**config.mk**
```make
export PLATFORM = sky130hd
export DESIGN_NAME = pipe_ctrl_flat
export DESIGN_NICKNAME = d
export VERILOG_FILES = /design/src/rtl/pipe_ctrl_if.sv /design/src/rtl/pipe_ctrl.sv /design/src/flat_wrapper.sv
export SDC_FILE = /design/constraint.sdc
export NUM_CORES = 1
export LEC_CHECK = 0
export CAP_MARGIN = 20
export CORE_AREA = 2 2 39 41
export DETAILED_ROUTE_END_ITERATION = 8
export DIE_AREA = 0 0 41 43
export PLACE_DENSITY = 0.61
export SLEW_MARGIN = 20
export SYNTH_ARGS = -nofsm -noshare
export SYNTH_HDL_FRONTEND = slang
export SYNTH_SLANG_ARGS = --single-unit
```
**constraint.sdc**
```tcl
create_clock -name vclk -period 2.3
set_clock_uncertainty 0.1 [all_clocks]
set_input_delay 0.23 -clock vclk [all_inputs]
set_output_delay 0.23 -clock vclk [all_outputs]
set_load 0.005 [all_outputs]
```
**src/rtl/pipe_ctrl_if.sv**
```systemverilog
// Stage-register control bus between the hazard controller and the datapath.
// master = pipe_ctrl (produces ctrl codes), slave = datapath (supplies hazard info).
interface pipe_ctrl_if;
   logic [4:0] id_rs1;
   logic [4:0] id_rs2;
   logic       id_usesRs1;
   logic       id_usesRs2;
   logic       ex_valid;
   logic       ex_memRd;
   logic       ex_regWr;
   logic [4:0] ex_rd;
   logic       mc_start;
   logic       mc_fp;
   logic       mem_redirect;
   logic       dmem_stall;
   logic       pc_en;
   logic [1:0] if_id_ctrl;
   logic [1:0] id_ex_ctrl;
   logic [1:0] ex_mem_ctrl;
   logic [1:0] mem_wb_ctrl;
   logic       mc_busy;

   modport master (
      input  id_rs1, id_rs2, id_usesRs1, id_usesRs2,
      input  ex_valid, ex_memRd, ex_regWr, ex_rd,
      input  mc_start, mc_fp, mem_redirect, dmem_stall,
      output pc_en, if_id_ctrl, id_ex_ctrl, ex_mem_ctrl, mem_wb_ctrl, mc_busy
   );

   modport slave (
      output id_rs1, id_rs2, id_usesRs1, id_usesRs2,
      output ex_valid, ex_memRd, ex_regWr, ex_rd,
      output mc_start, mc_fp, mem_redirect, dmem_stall,
      input  pc_en, if_id_ctrl, id_ex_ctrl, ex_mem_ctrl, mem_wb_ctrl, mc_busy
   );
endinterface

```
**src/rtl/pipe_ctrl.sv**
```systemverilog
// Pipeline hazard controller: load-use, multi-cycle EX, dmem wait and redirect.
// Multi-cycle EX stalling is built only when PIPE_MC_STALL_EN is defined.
module pipe_ctrl #(
   parameter int MUL_LAT = 4,
   parameter int FP_LAT  = 6,
   parameter int LAT_W   = 4
) (
   input  logic       clk,
   input  logic       rst,
   pipe_ctrl_if.master bus
);
   // Stage-register ctrl encodings shared with the datapath.
   localparam logic [1:0] GO    = 2'b00;
   localparam logic [1:0] STALL = 2'b01;
   localparam logic [1:0] FLUSH = 2'b10;

   localparam logic MUL_MC = (MUL_LAT > 1);
   localparam logic FP_MC  = (FP_LAT > 1);
   localparam int   MUL_LDI = MUL_MC ? MUL_LAT - 2 : 0;
   localparam int   FP_LDI  = FP_MC  ? FP_LAT - 2  : 0;
   localparam logic [LAT_W-1:0] MUL_LD = MUL_LDI[LAT_W-1:0];
   localparam logic [LAT_W-1:0] FP_LD  = FP_LDI[LAT_W-1:0];

   logic       lu;
   logic       mc_stall;
   logic       in_wait;
   logic       pc_en;
   logic [1:0] if_id, id_ex, ex_mem, mem_wb;

   assign lu = bus.ex_valid && bus.ex_memRd && bus.ex_regWr && (bus.ex_rd != 5'd0) &&
               ((bus.id_usesRs1 && (bus.id_rs1 == bus.ex_rd)) ||
                (bus.id_usesRs2 && (bus.id_rs2 == bus.ex_rd)));

`ifdef PIPE_MC_STALL_EN
   typedef enum logic {RUN = 1'b0, MC_WAIT = 1'b1} state_e;

   state_e           state_q, state_d;
   logic [LAT_W-1:0] cnt_q, cnt_d;
   logic             mc_long;
   logic             mc_go;

   assign mc_long  = bus.mc_fp ? FP_MC : MUL_MC;
   assign mc_go    = (state_q == RUN) && bus.mc_start && bus.ex_valid && mc_long;
   assign in_wait  = (state_q == MC_WAIT);
   assign mc_stall = (in_wait && (cnt_q != '0)) || mc_go;

   always_ff @(posedge clk) begin
      if (!rst) begin
         state_q <= RUN;
         cnt_q   <= '0;
      end else begin
         state_q <= state_d;
         cnt_q   <= cnt_d;
      end
   end

   always_comb begin
      state_d = state_q;
      cnt_d   = cnt_q;
      if (bus.mem_redirect) begin
         // Redirect squashes the younger MC op sitting in EX.
         state_d = RUN;
         cnt_d   = '0;
      end else begin
         case (state_q)
            RUN: begin
               if (mc_go) begin
                  state_d = MC_WAIT;
                  cnt_d   = bus.mc_fp ? FP_LD : MUL_LD;
               end
            end
            MC_WAIT: begin
               if (cnt_q != '0) begin
                  cnt_d = cnt_q - LAT_W'(1);
               end else if (!bus.dmem_stall) begin
                  state_d = RUN;
               end
            end
            default: begin
               state_d = RUN;
               cnt_d   = '0;
            end
         endcase
      end
   end
`else
   logic unused_mc;

   assign in_wait   = 1'b0;
   assign mc_stall  = 1'b0;
   assign unused_mc = ^{clk, bus.mc_start, bus.mc_fp, MUL_LD, FP_LD};
`endif

   always_comb begin
      pc_en  = 1'b1;
      if_id  = GO;
      id_ex  = GO;
      ex_mem = GO;
      mem_wb = GO;
      if (!rst) begin
         pc_en  = 1'b0;
         if_id  = FLUSH;
         id_ex  = FLUSH;
         ex_mem = FLUSH;
         mem_wb = FLUSH;
      end else if (bus.mem_redirect) begin
         if_id  = FLUSH;
         id_ex  = FLUSH;
         ex_mem = FLUSH;
      end else if (bus.dmem_stall) begin
         pc_en  = 1'b0;
         if_id  = STALL;
         id_ex  = STALL;
         ex_mem = STALL;
         mem_wb = FLUSH;
      end else if (mc_stall) begin
         pc_en  = 1'b0;
         if_id  = STALL;
         id_ex  = STALL;
         ex_mem = FLUSH;
      end else if (lu && !in_wait) begin
         // ID is already held while waiting on an MC op, so lu only matters in RUN.
         pc_en  = 1'b0;
         if_id  = STALL;
         id_ex  = FLUSH;
      end
   end

   assign bus.pc_en       = pc_en;
   assign bus.if_id_ctrl  = if_id;
   assign bus.id_ex_ctrl  = id_ex;
   assign bus.ex_mem_ctrl = ex_mem;
   assign bus.mem_wb_ctrl = mem_wb;
   assign bus.mc_busy     = rst && in_wait;
endmodule
```
**src/flat_wrapper.sv**
```systemverilog
// flat-port wrapper written by rule: the top's interface ports become plain ports
module pipe_ctrl_flat 
#(
   parameter int MUL_LAT = 4,
   parameter int FP_LAT  = 6,
   parameter int LAT_W   = 4
)
  (clk, rst, bus_id_rs1, bus_id_rs2, bus_id_usesRs1, bus_id_usesRs2, bus_ex_valid, bus_ex_memRd, bus_ex_regWr, bus_ex_rd, bus_mc_start, bus_mc_fp, bus_mem_redirect, bus_dmem_stall, bus_pc_en, bus_if_id_ctrl, bus_id_ex_ctrl, bus_ex_mem_ctrl, bus_mem_wb_ctrl, bus_mc_busy);
  pipe_ctrl_if bus_i ();
  input  logic clk;
  input  logic rst;
  input wire logic [$bits(bus_i.id_rs1)-1:0] bus_id_rs1;
  input wire logic [$bits(bus_i.id_rs2)-1:0] bus_id_rs2;
  input wire logic [$bits(bus_i.id_usesRs1)-1:0] bus_id_usesRs1;
  input wire logic [$bits(bus_i.id_usesRs2)-1:0] bus_id_usesRs2;
  input wire logic [$bits(bus_i.ex_valid)-1:0] bus_ex_valid;
  input wire logic [$bits(bus_i.ex_memRd)-1:0] bus_ex_memRd;
  input wire logic [$bits(bus_i.ex_regWr)-1:0] bus_ex_regWr;
  input wire logic [$bits(bus_i.ex_rd)-1:0] bus_ex_rd;
  input wire logic [$bits(bus_i.mc_start)-1:0] bus_mc_start;
  input wire logic [$bits(bus_i.mc_fp)-1:0] bus_mc_fp;
  input wire logic [$bits(bus_i.mem_redirect)-1:0] bus_mem_redirect;
  input wire logic [$bits(bus_i.dmem_stall)-1:0] bus_dmem_stall;
  output wire logic [$bits(bus_i.pc_en)-1:0] bus_pc_en;
  output wire logic [$bits(bus_i.if_id_ctrl)-1:0] bus_if_id_ctrl;
  output wire logic [$bits(bus_i.id_ex_ctrl)-1:0] bus_id_ex_ctrl;
  output wire logic [$bits(bus_i.ex_mem_ctrl)-1:0] bus_ex_mem_ctrl;
  output wire logic [$bits(bus_i.mem_wb_ctrl)-1:0] bus_mem_wb_ctrl;
  output wire logic [$bits(bus_i.mc_busy)-1:0] bus_mc_busy;
  assign bus_i.id_rs1 = bus_id_rs1;
  assign bus_i.id_rs2 = bus_id_rs2;
  assign bus_i.id_usesRs1 = bus_id_usesRs1;
  assign bus_i.id_usesRs2 = bus_id_usesRs2;
  assign bus_i.ex_valid = bus_ex_valid;
  assign bus_i.ex_memRd = bus_ex_memRd;
  assign bus_i.ex_regWr = bus_ex_regWr;
  assign bus_i.ex_rd = bus_ex_rd;
  assign bus_i.mc_start = bus_mc_start;
  assign bus_i.mc_fp = bus_mc_fp;
  assign bus_i.mem_redirect = bus_mem_redirect;
  assign bus_i.dmem_stall = bus_dmem_stall;
  assign bus_pc_en = bus_i.pc_en;
  assign bus_if_id_ctrl = bus_i.if_id_ctrl;
  assign bus_id_ex_ctrl = bus_i.id_ex_ctrl;
  assign bus_ex_mem_ctrl = bus_i.ex_mem_ctrl;
  assign bus_mem_wb_ctrl = bus_i.mem_wb_ctrl;
  assign bus_mc_busy = bus_i.mc_busy;
  pipe_ctrl #(.MUL_LAT(MUL_LAT), .FP_LAT(FP_LAT), .LAT_W(LAT_W)) u_core (.clk(clk), .rst(rst), .bus(bus_i));
endmodule
```
==> impl_metrics.py <==
metrics = {
    "placed_design": {
        "dpl.hpwl_um": 660,
        "place_area_um2": 557,
        "gp_congestion": 0.712,
        "dp_slack_ns": -0.220,
        "port-buffer-count": 31,
    },
    "synthesis": {
        "synth_cell_type_count": 16,
        "synth_top_family_by_area": "XOR/XNOR gates",
        "yosysWarnings": 0,
        "syn_avg_cell_area_um2": 7.67,
        "synth_compound_area_frac": 0.212,
        "synth_xor_area_frac": 0.380,
        "synthAdderAreaFrac": 0,
        "synth-simple-area-share": 0.228,
        "synthMuxAreaShare": 0,
        "yosysSeqAreaShare": 0,
        "syn-cell-area_um2": 230,
        "syn-instance-count": 30,
    },
    "floorplanning": {
        "die_area_mm2": 0.00176,
        "initial_utilization": 0.166,
        "placeableCoreArea_mm2": 0.00138,
        "die-height_um": 43,
        "die_w_um": 41,
        "fp-row-count": 14,
        "ios": 36,
    },
    "route": {
        "drc_errors": 0,
        "drtIter0Drc": 3,
        "wl_per_cell_um": 10.3,
        "dr.pass1.iters": 2,
        "antenna_left": 0,
        "wl_um": 810,
        "via_per_inst": 4.06,
        "via_count": 321,
    },
    "setup_path": {
        "cpLargestDelayFamily": "buffers and inverters",
        "crit_buf_inv": 3,
        "end_kind": "output pin",
        "path_class": "input pin to output pin",
        "cpMaxStageDelayCell": "clkdlybuf4s50_1",
        "path_cells": "clkdlybuf4s50_1 > xor2_1 > nor4_2 > a32oi_2 > buf_4 > o31ai_1 > dlygate4sd2_1",
        "critPathMaxFanout": 2,
        "worstPathArrival_ns": 1.90,
        "critPathLaunchType": "input pin",
        "critPathRequiredTime_ns": 1.97,
        "slowest_delay_ns": 0.42,
        "cp.depth": 7,
    },
    "finish": {
        "clock_buffers": 0,
        "register_area_um2": 0,
        "nFlopsAndLatches": 0,
        "syn_to_final_growth_pct": 151,
        "antenna_cells": 0,
        "final_area_um2": 578,
        "final_nets": 91,
        "drive_gt1_frac": 0.159,
    },
    "sta": {
        "setup_violations": 0,
        "fmax_mhz": 448,
        "fin_crit_sh": 0.972,
        "fin_hold_ws_ns": 1.01,
        "timing.final.crit_period_ns": 2.23,
        "drv_slew": 0,
        "final.setup.worst_slack_ns": 0.0655,
        "hold_viol_final": 0,
        "tns_ns": 0,
    },
    "power_and_ir_drop": {
        "irDropWorstVdd_v": 0.0000375,
        "p_total_w": 0.0000910,
        "p_leak_nw": 0.243,
        "power_density_mw_per_mm2": 157,
    },
    "min_path": {
        "hold_class": "input pin to output pin",
        "whs_path_depth": 3,
        "holdPathEnd": "bus_pc_en",
        "hold_start": "rst",
    },
    "grt": {
        "grt_pass1_vias": 330,
        "grt_antenna_before_repair": 0,
        "track_usage": 0.0889,
        "gr-total-overflow": 0,
        "grt_max_degree": 4,
        "grt_pass1_wl_mm": 1.19,
    },
    "flow_run": {
        "max_cap_viol_count": 0,
    },
    "status": {
        "status": "completed",
    },
}
## where the power goes
| part | switching, W | internal (W) |
|---|---|---|
| Clock | 0 | 0 |
| Sequential | 0 | 0 |
| Combinational | 0.0000311 | 0.0000599 |
| Total | 0.0000311 | 0.0000599 |
## worst min-delay path, stage by stage
cell and delay, ns:
clkdlybuf4s50_1 0.43, o311a_1 0.12, clkbuf_2 0.10
## per-stage QoR
stage          utilization  instances
2_1_floorplan            -         31
3_3_place_gp         0.402         77
3_5_place_dp         0.402         77
4_1_cts              0.413         78
5_1_grt              0.418         79
6_report             0.418         79
## cells in the final DEF, fill, tap and decap left out, drive strengths merged, types with 2 or more instances in the layout
cell type	count
xor2	8
clkdlybuf4s50	24
buf	5
conb	2
nand2	2
o31ai	2
inv	2
xnor2	2
dlygate4sd2	4
nor4	2
## metal layers
metal  part of all wire  track usage  routed length [µm]  up-vias
met3              0.068      0.00524                  55        0
met4                  0            0                   0        0
met5                  0            0                   0        -
li1                   -            -                   -      168
met2               0.53        0.156                 426       13
met1               0.40        0.120                 328      140
## worst max-delay path by stage
stage                              to  slack [ns]     startpoint
global route        bus_id_ex_ctrl[1]      -0.003  bus_id_rs1[3]
finish              bus_if_id_ctrl[0]        0.07  bus_id_rs1[3]
global placement            bus_pc_en       -0.19   bus_ex_rd[3]
floorplan                   bus_pc_en        0.83   bus_ex_rd[1]
detailed placement  bus_if_id_ctrl[0]       -0.22   bus_ex_rd[3]
CTS                         bus_pc_en       -0.02  bus_id_rs1[1]
## area by class of cell
class                      count  area, µm²
inverter                       2       7.51
timing repair buffer          36        340
multi-input combinational     25        210
tap                           16       20.0
fill                         151        806
## synthesized netlist by cell type
cell type	instances	share of area
inv_1	2	0.033
xor2_1	8	0.30
nand2_1	2	0.033
nor4_2	1	0.054
nor4_1	1	0.027
xnor2_1	2	0.076
o311a_1	1	0.043
o2111ai_2	1	0.065
or4_1	1	0.033
a32oi_1	1	0.038
nand2b_1	1	0.027
conb_1	1	0.016
nor2b_1	1	0.027
o31ai_1	2	0.065
buf_4	4	0.13
and2_0	1	0.027
## cell families after synthesis
kind of cell    Yosys count
buf+inv                   6
other cells               1
compound gates            5
xor+xnor                 10
simple gates              8
## repair_timing
action | CTS | global route
hold buffers | 0 | 0
pin swaps | 4 | 2
buffers inserted | 1 | 1
hold endpoints to repair | 0 | 0
resized for setup | 9 | 3
endpoints found under the setup margin | 3 | 1
No activity file was read; power rests on OpenSTA's default activity.
